## src/rtl/cmsdk_mcu_mtx4x2_pkg.sv

```systemverilog
//------------------------------------------------------------------------------
// cmsdk_mcu_mtx4x2_pkg
// Shared definitions for the 4x2 AHB bus matrix: HTRANS and HRESP encodings
// and the default widths of the master-ID and address-user sidebands.
// No ports (package).
//------------------------------------------------------------------------------
package cmsdk_mcu_mtx4x2_pkg;

  typedef enum logic [1:0] {
    HTRANS_IDLE   = 2'b00,
    HTRANS_BUSY   = 2'b01,
    HTRANS_NONSEQ = 2'b10,
    HTRANS_SEQ    = 2'b11
  } htrans_e;

  typedef enum logic [1:0] {
    HRESP_OKAY  = 2'b00,
    HRESP_ERROR = 2'b01,
    HRESP_RETRY = 2'b10,
    HRESP_SPLIT = 2'b11
  } hresp_e;

  localparam int AUSER_WIDTH_DEF = 3;
  localparam int MID_WIDTH_DEF   = 4;

endpackage

```

## src/rtl/cmsdk_mcu_mtx4x2_in_stg_s3.sv

```systemverilog
//------------------------------------------------------------------------------
// cmsdk_mcu_mtx4x2_in_stg_s3
// AHB input stage for slave port S3 of the 4x2 bus matrix. A transfer that the
// targeted output stage can take right now goes straight through; otherwise
// the address phase is parked in a holding register and the master is stalled
// until the decoder accepts it. The port's data phase is tracked so that the
// decoder's selected HREADYOUT/HRESP is returned to the master.
//
// Ports:
//   HCLK, HRESETn        clock, asynchronous active-low reset
//   HSELS..HAUSERS       address phase from the S3 master
//   HREADYS              system HREADY as seen by the port
//   active_dec           targeted output stage grants this port now
//   readyout_dec/resp_dec selected data-phase response from the decoder
//   sel_op..auser_op     address phase towards decoder / output stage
//   held_tran_op         the presented address phase comes from the register
//   HREADYOUTS/HRESPS    response to the S3 master
//------------------------------------------------------------------------------
module cmsdk_mcu_mtx4x2_in_stg_s3
  import cmsdk_mcu_mtx4x2_pkg::*;
#(
  parameter int AUSER_WIDTH = AUSER_WIDTH_DEF,
  parameter int MID_WIDTH   = MID_WIDTH_DEF
) (
  input  logic                   HCLK,
  input  logic                   HRESETn,
  input  logic                   HSELS,
  input  logic [31:0]            HADDRS,
  input  logic [1:0]             HTRANSS,
  input  logic                   HWRITES,
  input  logic [2:0]             HSIZES,
  input  logic [2:0]             HBURSTS,
  input  logic [3:0]             HPROTS,
  input  logic [MID_WIDTH-1:0]   HMASTERS,
  input  logic                   HMASTLOCKS,
  input  logic [AUSER_WIDTH-1:0] HAUSERS,
  input  logic                   HREADYS,
  input  logic                   active_dec,
  input  logic                   readyout_dec,
  input  logic [1:0]             resp_dec,
  output logic                   sel_op,
  output logic [31:0]            addr_op,
  output logic [1:0]             trans_op,
  output logic                   write_op,
  output logic [2:0]             size_op,
  output logic [2:0]             burst_op,
  output logic [3:0]             prot_op,
  output logic [MID_WIDTH-1:0]   master_op,
  output logic                   mastlock_op,
  output logic [AUSER_WIDTH-1:0] auser_op,
  output logic                   held_tran_op,
  output logic                   HREADYOUTS,
  output logic [1:0]             HRESPS
);

  logic                   held_tran_q, held_tran_d;
  logic                   data_phase_q, data_phase_d;
  logic [31:0]            addr_q;
  logic [1:0]             trans_q;
  logic                   write_q;
  logic [2:0]             size_q;
  logic [2:0]             burst_q;
  logic [3:0]             prot_q;
  logic [MID_WIDTH-1:0]   master_q;
  logic                   mastlock_q;
  logic [AUSER_WIDTH-1:0] auser_q;

  logic new_tran;
  logic accept;
  logic load_hold;

  assign new_tran  = HSELS & HTRANSS[1] & HREADYS;
  // The decoder may take a new address phase only when this port has no
  // data phase outstanding or that data phase is completing this cycle.
  assign accept    = active_dec & (~data_phase_q | readyout_dec);
  assign load_hold = new_tran & ~accept;

  // While a transfer is held HREADYOUTS is low, so no new transfer can arrive
  // and the set and clear terms never overlap.
  always_comb begin
    held_tran_d = held_tran_q;
    if (held_tran_q && accept)
      held_tran_d = 1'b0;
    else if (load_hold)
      held_tran_d = 1'b1;
  end

  always_comb begin
    data_phase_d = data_phase_q;
    if (sel_op && trans_op[1] && accept)
      data_phase_d = 1'b1;
    else if (readyout_dec)
      data_phase_d = 1'b0;
  end

  always_ff @(posedge HCLK or negedge HRESETn) begin
    if (!HRESETn) begin
      held_tran_q  <= 1'b0;
      data_phase_q <= 1'b0;
      addr_q       <= '0;
      trans_q      <= '0;
      write_q      <= 1'b0;
      size_q       <= '0;
      burst_q      <= '0;
      prot_q       <= '0;
      master_q     <= '0;
      mastlock_q   <= 1'b0;
      auser_q      <= '0;
    end else begin
      held_tran_q  <= held_tran_d;
      data_phase_q <= data_phase_d;
      if (load_hold) begin
        addr_q     <= HADDRS;
        // A held SEQ beat is re-issued as the first beat at the output stage.
        trans_q    <= HTRANS_NONSEQ;
        write_q    <= HWRITES;
        size_q     <= HSIZES;
        burst_q    <= HBURSTS;
        prot_q     <= HPROTS;
        master_q   <= HMASTERS;
        mastlock_q <= HMASTLOCKS;
        auser_q    <= HAUSERS;
      end
    end
  end

  always_comb begin
    if (held_tran_q) begin
      sel_op      = 1'b1;
      addr_op     = addr_q;
      trans_op    = trans_q;
      write_op    = write_q;
      size_op     = size_q;
      burst_op    = burst_q;
      prot_op     = prot_q;
      master_op   = master_q;
      mastlock_op = mastlock_q;
      auser_op    = auser_q;
    end else begin
      sel_op      = HSELS;
      addr_op     = HADDRS;
      trans_op    = HTRANSS;
      write_op    = HWRITES;
      size_op     = HSIZES;
      burst_op    = HBURSTS;
      prot_op     = HPROTS;
      master_op   = HMASTERS;
      mastlock_op = HMASTLOCKS;
      auser_op    = HAUSERS;
    end
  end

  assign held_tran_op = held_tran_q;
  assign HREADYOUTS   = data_phase_q ? readyout_dec : ~held_tran_q;
  assign HRESPS       = data_phase_q ? resp_dec : HRESP_OKAY;

endmodule

```

## config.mk

```make
export PLATFORM = sky130hd
export DESIGN_NAME = cmsdk_mcu_mtx4x2_in_stg_s3
export DESIGN_NICKNAME = d
export VERILOG_FILES = /design/src/rtl/cmsdk_mcu_mtx4x2_pkg.sv /design/src/rtl/cmsdk_mcu_mtx4x2_in_stg_s3.sv
export SDC_FILE = /design/constraint.sdc
export NUM_CORES = 1
export LEC_CHECK = 0
export ABC_AREA = 0
export BUFFER_PORTS_ARGS = -buffer_cell sky130_fd_sc_hd__buf_2
export CAP_MARGIN = 20
export CORE_MARGIN = 8
export CORE_UTILIZATION = 47
export DETAILED_ROUTE_END_ITERATION = 10
export PLACE_DENSITY = 0.76
export SLEW_MARGIN = 20
export SYNTH_ARGS = -nofsm -noshare
export SYNTH_HDL_FRONTEND = slang
export SYNTH_SLANG_ARGS = --single-unit
```

## constraint.sdc

```tcl
create_clock -name HCLK -period 1.95 [get_ports HCLK]
set_input_delay 0.195 -clock HCLK [delete_from_list [all_inputs] [get_ports HCLK]]
set_output_delay 0.195 -clock HCLK [all_outputs]
set_load 0.01 [all_outputs]
```

* After elaboration in Yosys (flattened, before gate mapping) *
Index checks and enable logic that the tools add are counted.

storage, ports and cells
  bits in registers = 54
  latch bits = 0
  RAM bits = 0
  ROM bits = 0
  input bits = 61
  output and inout bits = 58
  word-level logic and storage cells = 40
  memories kept = 0

operators by class
  add/sub/neg operators = 0
  $mul = 0
  divide/modulo/power cells = 0
  order comparisons = 0
  equal/unequal tests = 0
  shift operators = 0
  mux-type cells = 16
  bitwise operators = 8
  reductions and logical operators = 5

operator list
  cell                 number
  $mux W32             1
  $mux W3              3
  $mux W1              8
  $mux W4              2
  $and A1 B1 Y1        4
  $mux W2              2
  $reduce_bool A2 Y1   2
  $logic_and A1 B1 Y1  3
  $not A1 Y1           3
  $or A1 B1 Y1         1

* Depth between registers and ports, before layout *
  word-level depth = 7
  depth in mapped cells = 4
  mapped depth without buffers = 3

* Least setup slack after synthesis *
Ideal clock, no wire load.

  path kind = reg-to-reg
  start point = register data_phase_q
  end point = register addr_q[10]
  library setup time = 0.125 ns
  arrival = 1.229 ns
  data required time = 1.825 ns
  path slack = 0.596 ns
  stages on the path, launching flop included = 5
  buffers on the path = 1
  clock period less this slack = 1.354 ns
  path through = dfrtp_1 nand2b_2 a21oi_4 buf_6 mux2_2

on the way
  longest elaborated chain between the ends = 5

RTL lines
  item                      RTL line                           text
  start: declaration        cmsdk_mcu_mtx4x2_in_stg_s3.sv:57   logic data_phase_q, data_phase_d;
  start signal: assignment  cmsdk_mcu_mtx4x2_in_stg_s3.sv:111  data_phase_q <= data_phase_d;
  $not A1 Y1                cmsdk_mcu_mtx4x2_in_stg_s3.sv:75   assign accept = active_dec & (~data_phase_q | readyout_dec);
  $or A1 B1 Y1              cmsdk_mcu_mtx4x2_in_stg_s3.sv:75
  $and A1 B1 Y1             cmsdk_mcu_mtx4x2_in_stg_s3.sv:75
  $not A1 Y1                cmsdk_mcu_mtx4x2_in_stg_s3.sv:76   assign load_hold = new_tran & ~accept;
  $and A1 B1 Y1             cmsdk_mcu_mtx4x2_in_stg_s3.sv:76
  end signal: assignment    cmsdk_mcu_mtx4x2_in_stg_s3.sv:100  addr_q <= '0;
  end signal: assignment    cmsdk_mcu_mtx4x2_in_stg_s3.sv:113  addr_q <= HADDRS;
  end: declaration          cmsdk_mcu_mtx4x2_in_stg_s3.sv:58   logic [31:0] addr_q;

No other way between the ends.
A chain may end at the register's enable or synchronous reset.

* Worst setup path in the final report *
  start point = register held_tran_q, in the netlist held_tran_op
  end point = output port addr_op[22]

on the way
  longest elaborated chain between the ends = 1

RTL lines
  item                      RTL line                           text
  start: declaration        cmsdk_mcu_mtx4x2_in_stg_s3.sv:56   logic held_tran_q, held_tran_d;
  start signal: assignment  cmsdk_mcu_mtx4x2_in_stg_s3.sv:110  held_tran_q <= held_tran_d;
  $mux W32                  cmsdk_mcu_mtx4x2_in_stg_s3.sv:128  if (held_tran_q) begin
  end: declaration          cmsdk_mcu_mtx4x2_in_stg_s3.sv:42   output logic [31:0] addr_op,

No other way between the ends.

==> key figures <==
Worst setup path
  – CP Capture Type: output port
  – Crit Path Category: flop to output port
  – Worst Path Buf+Inv: 2
  – CP arrival: 1.62 ns
  – Slowest CP cell: dfrtp_2
  – Worst Path Required: 1.75 ns
  – CP Cell Sequence: buf_12 > mux2_2 > buf_2
  – Critical path's top delay family: flip-flops
  – Slowest stage delay, CP: 0.58 ns
  – CP max FO: 28
  – Startpoint Class: flop

Clock tree
  – CTS Buf Count: 5
  – Max clock buf depth: 2
  – CTS resizes: 0
  – CTS tree: done
  – Clk slew on worst S/H paths: 0.09 ns
  – CTS root buffer: clkbuf_8
  – # clock sinks: 54
  – H-tree Lvls: 2
  – Clock latency on the worst-skew pair: 0.29 ns

Global route
  – Initial antenna violation count: 0
  – GRT overflow: 0
  – Largest net degree at the start of global routing: 53
  – Vias in the first global route: 2096
  – Global Route Usage Sum: 14.1%
  – First-pass GRT wire length: 9.87 mm

Route
  – Final wirelength: 5.80 mm
  – Drt via density: 4.99
  – Via Count: 1862
  – Drt wl/cell: 15.6 um
  – First DRT Iteration DRCs: 59
  – # DRC: 0
  – DRT Pass-1 Iters: 3
  – Antenna Nets Post-Route: 0

Layout
  – Syn-to-layout area delta: 29.6%
  – Multi-input gate area: 1240 um2
  – Nets: 361
  – Commonest non-fill, non-tap cell in the layout: buf_2
  – Sequential Area: 1350 um2
  – Layout cells sized above 1: 79.1%
  – Most frequent cells in the layout: buf_2, mux2_2, dfrtp_1
  – Final Instance Count excl. Fillers: 373
  – Fill cells: 428
  – Ant. Diodes: 0

Power
  – Lkg Pwr: 1.63 nW
  – PD cells: 846 nW/um2
  – VDD IR max: 0.000449 V

Synth
  – Post-Synthesis Cells: 181
  – Synth unique cells: 14
  – Post-Syn Area per Cell: 14.8 um2
  – Number of synthesized register bits: 54
  – Synth warn: 0
  – Post-Syn Area: 2690 um2
  – Synthesized Nets: 242
  – Seq/Total Area, Yosys: 50.3%

STA
  – Hold Violations, Final: 0
  – Post-route clock period utilization: 93.3%
  – Max Freq: 0.550 GHz
  – Setup repair after global routing missed its margin: no
  – Setup TNS Final: 0 ns
  – Worst Skew: 0.00427 ns
  – Worst-Margin Slew: 0.608 ns
  – Hold_ws: 0.139 ns
  – Max_slew headroom: 59.5%
  – Final Max Slew Viols: 0
  – Final setup violation count: 0
  – Fin crit period: 1.82 ns

Place
  – Placed Instances: 364
  – Routability cong.: 0.694
  – Buffers on Ports: 118
  – Hpwl dp: 4.48 mm

Run
  – MaxCap Viol Count: 0

Floorplan
  – Starting Density: 48.8%
  – Die Wd: 91.6 um
  – I/O pin total: 119
  – Full die area: 8390 um2
  – Core area: 5510 um2
  – # rows: 27
  – Chip height: 91.6 um

Worst hold path
  – Min-Delay Path Class: input pin to flop

Run status
  – Status: finished clean
-- path summary, 6_finish.rpt --
path,slack [ns],cells after the start,start,to
min in group asynchronous,0.44,2,HRESETn,size_q[2]$_DFFE_PN0P_
worst max register to register,0.45,4,data_phase_q$_DFFE_PN0P_,addr_q[20]$_DFFE_PN0P_
worst min register to register,0.49,1,trans_q[1]$_DFFE_PN0P_,trans_q[1]$_DFFE_PN0P_
worst max-delay path,0.13,3,held_tran_op$_DFFE_PN0P_,addr_op[22]
worst min-delay path,0.14,2,HAUSERS[2],auser_q[2]$_DFFE_PN0P_
max in group asynchronous,0.95,3,HRESETn,addr_q[31]$_DFFE_PN0P_
-- synthesized netlist by cell type --
library cell / n / area, um2
mux2_2: 103 / 1160
dfrtp_1: 54 / 1350
buf_2: 6 / 30.0
buf_6: 5 / 56.3
and2_1: 2 / 12.5
nand3_1: 2 / 10.0
or2_2: 2 / 12.5
a21oi_4: 1 / 16.3
a22oi_1: 1 / 7.51
inv_1: 1 / 3.75
nand2_1: 1 / 3.75
nand2b_2: 1 / 8.76
nor2b_1: 1 / 6.26
o21a_1: 1 / 7.51
-- sequential cells by signal (all words and copies together), names as in the netlist --
register and flops:
auser_q 3, trans_q 1, write_q 1, data_phase_q 1, prot_q 4, mastlock_q 1, burst_q 3, master_q 4
addr_q 32, held_tran_op 1, size_q 3
-- power by group --
group / leakage (nW) / internal [W] / switching, W / total, W
Sequential: 0.643 / 0.00138 / 0.000128 / 0.00151
Combinational: 0.928 / 0.000458 / 0.000296 / 0.000754
Clock: 0.0575 / 0.000359 / 0.000328 / 0.000687
Total: 1.63 / 0.00219 / 0.000752 / 0.00295
-- through the flow --
stage / total power (W) / cell area [um2] / utilization, % / worst slack, ns
after floorplan: 0.00199 / 2690 / - / 0.596
after global placement: 0.00227 / 3360 / 61.1 / 0.446
after detailed placement: 0.00229 / 3360 / 61.1 / 0.443
after CTS: 0.00300 / 3480 / 63.2 / 0.102
after global routing: 0.00314 / 3480 / 63.2 / 0.0522
final: 0.00295 / 3480 / 63.2 / 0.131
-- cell type report --
type                    instances  share of cell area, %
repair buffers                123                   19.5
clock buffers                   8                   3.16
flip-flops and latches         54                   38.8
multi-input cells             115                   35.8
well taps                      72                   2.59
inverters                       1                  0.108
-- kinds of logic (layout without fill, tap and decap cells) --
logic type | after synthesis | after routing | synth area share [%]
buffers and inverters | 12 | 132 | 3.35
muxes | 103 | 103 | 43.2
AOI/OAI and AO/OA | 3 | 3 | 1.16
and+or+nand+nor | 9 | 9 | 2.00
DFF | 54 | 54 | 50.3
-- metal layers --
| layer | GRT usage (%) | routed length (um) | up-vias |
|---|---|---|---|
| met5 | 0 | 0 | - |
| met4 | 2.86 | 34 | 0 |
| met3 | 6.34 | 520 | 4 |
| met2 | 24.7 | 2930 | 67 |
| met1 | 15.4 | 2320 | 896 |
| li1 | - | - | 895 |
-- timing repair --
item                                    4_1_cts  5_1_grt
setup buffers                                 0        0
endpoints found under the setup margin        0        0
hold buffers                                  1        0
hold endpoints to repair                     25        0
No activity file was read; power rests on OpenSTA's default activity.
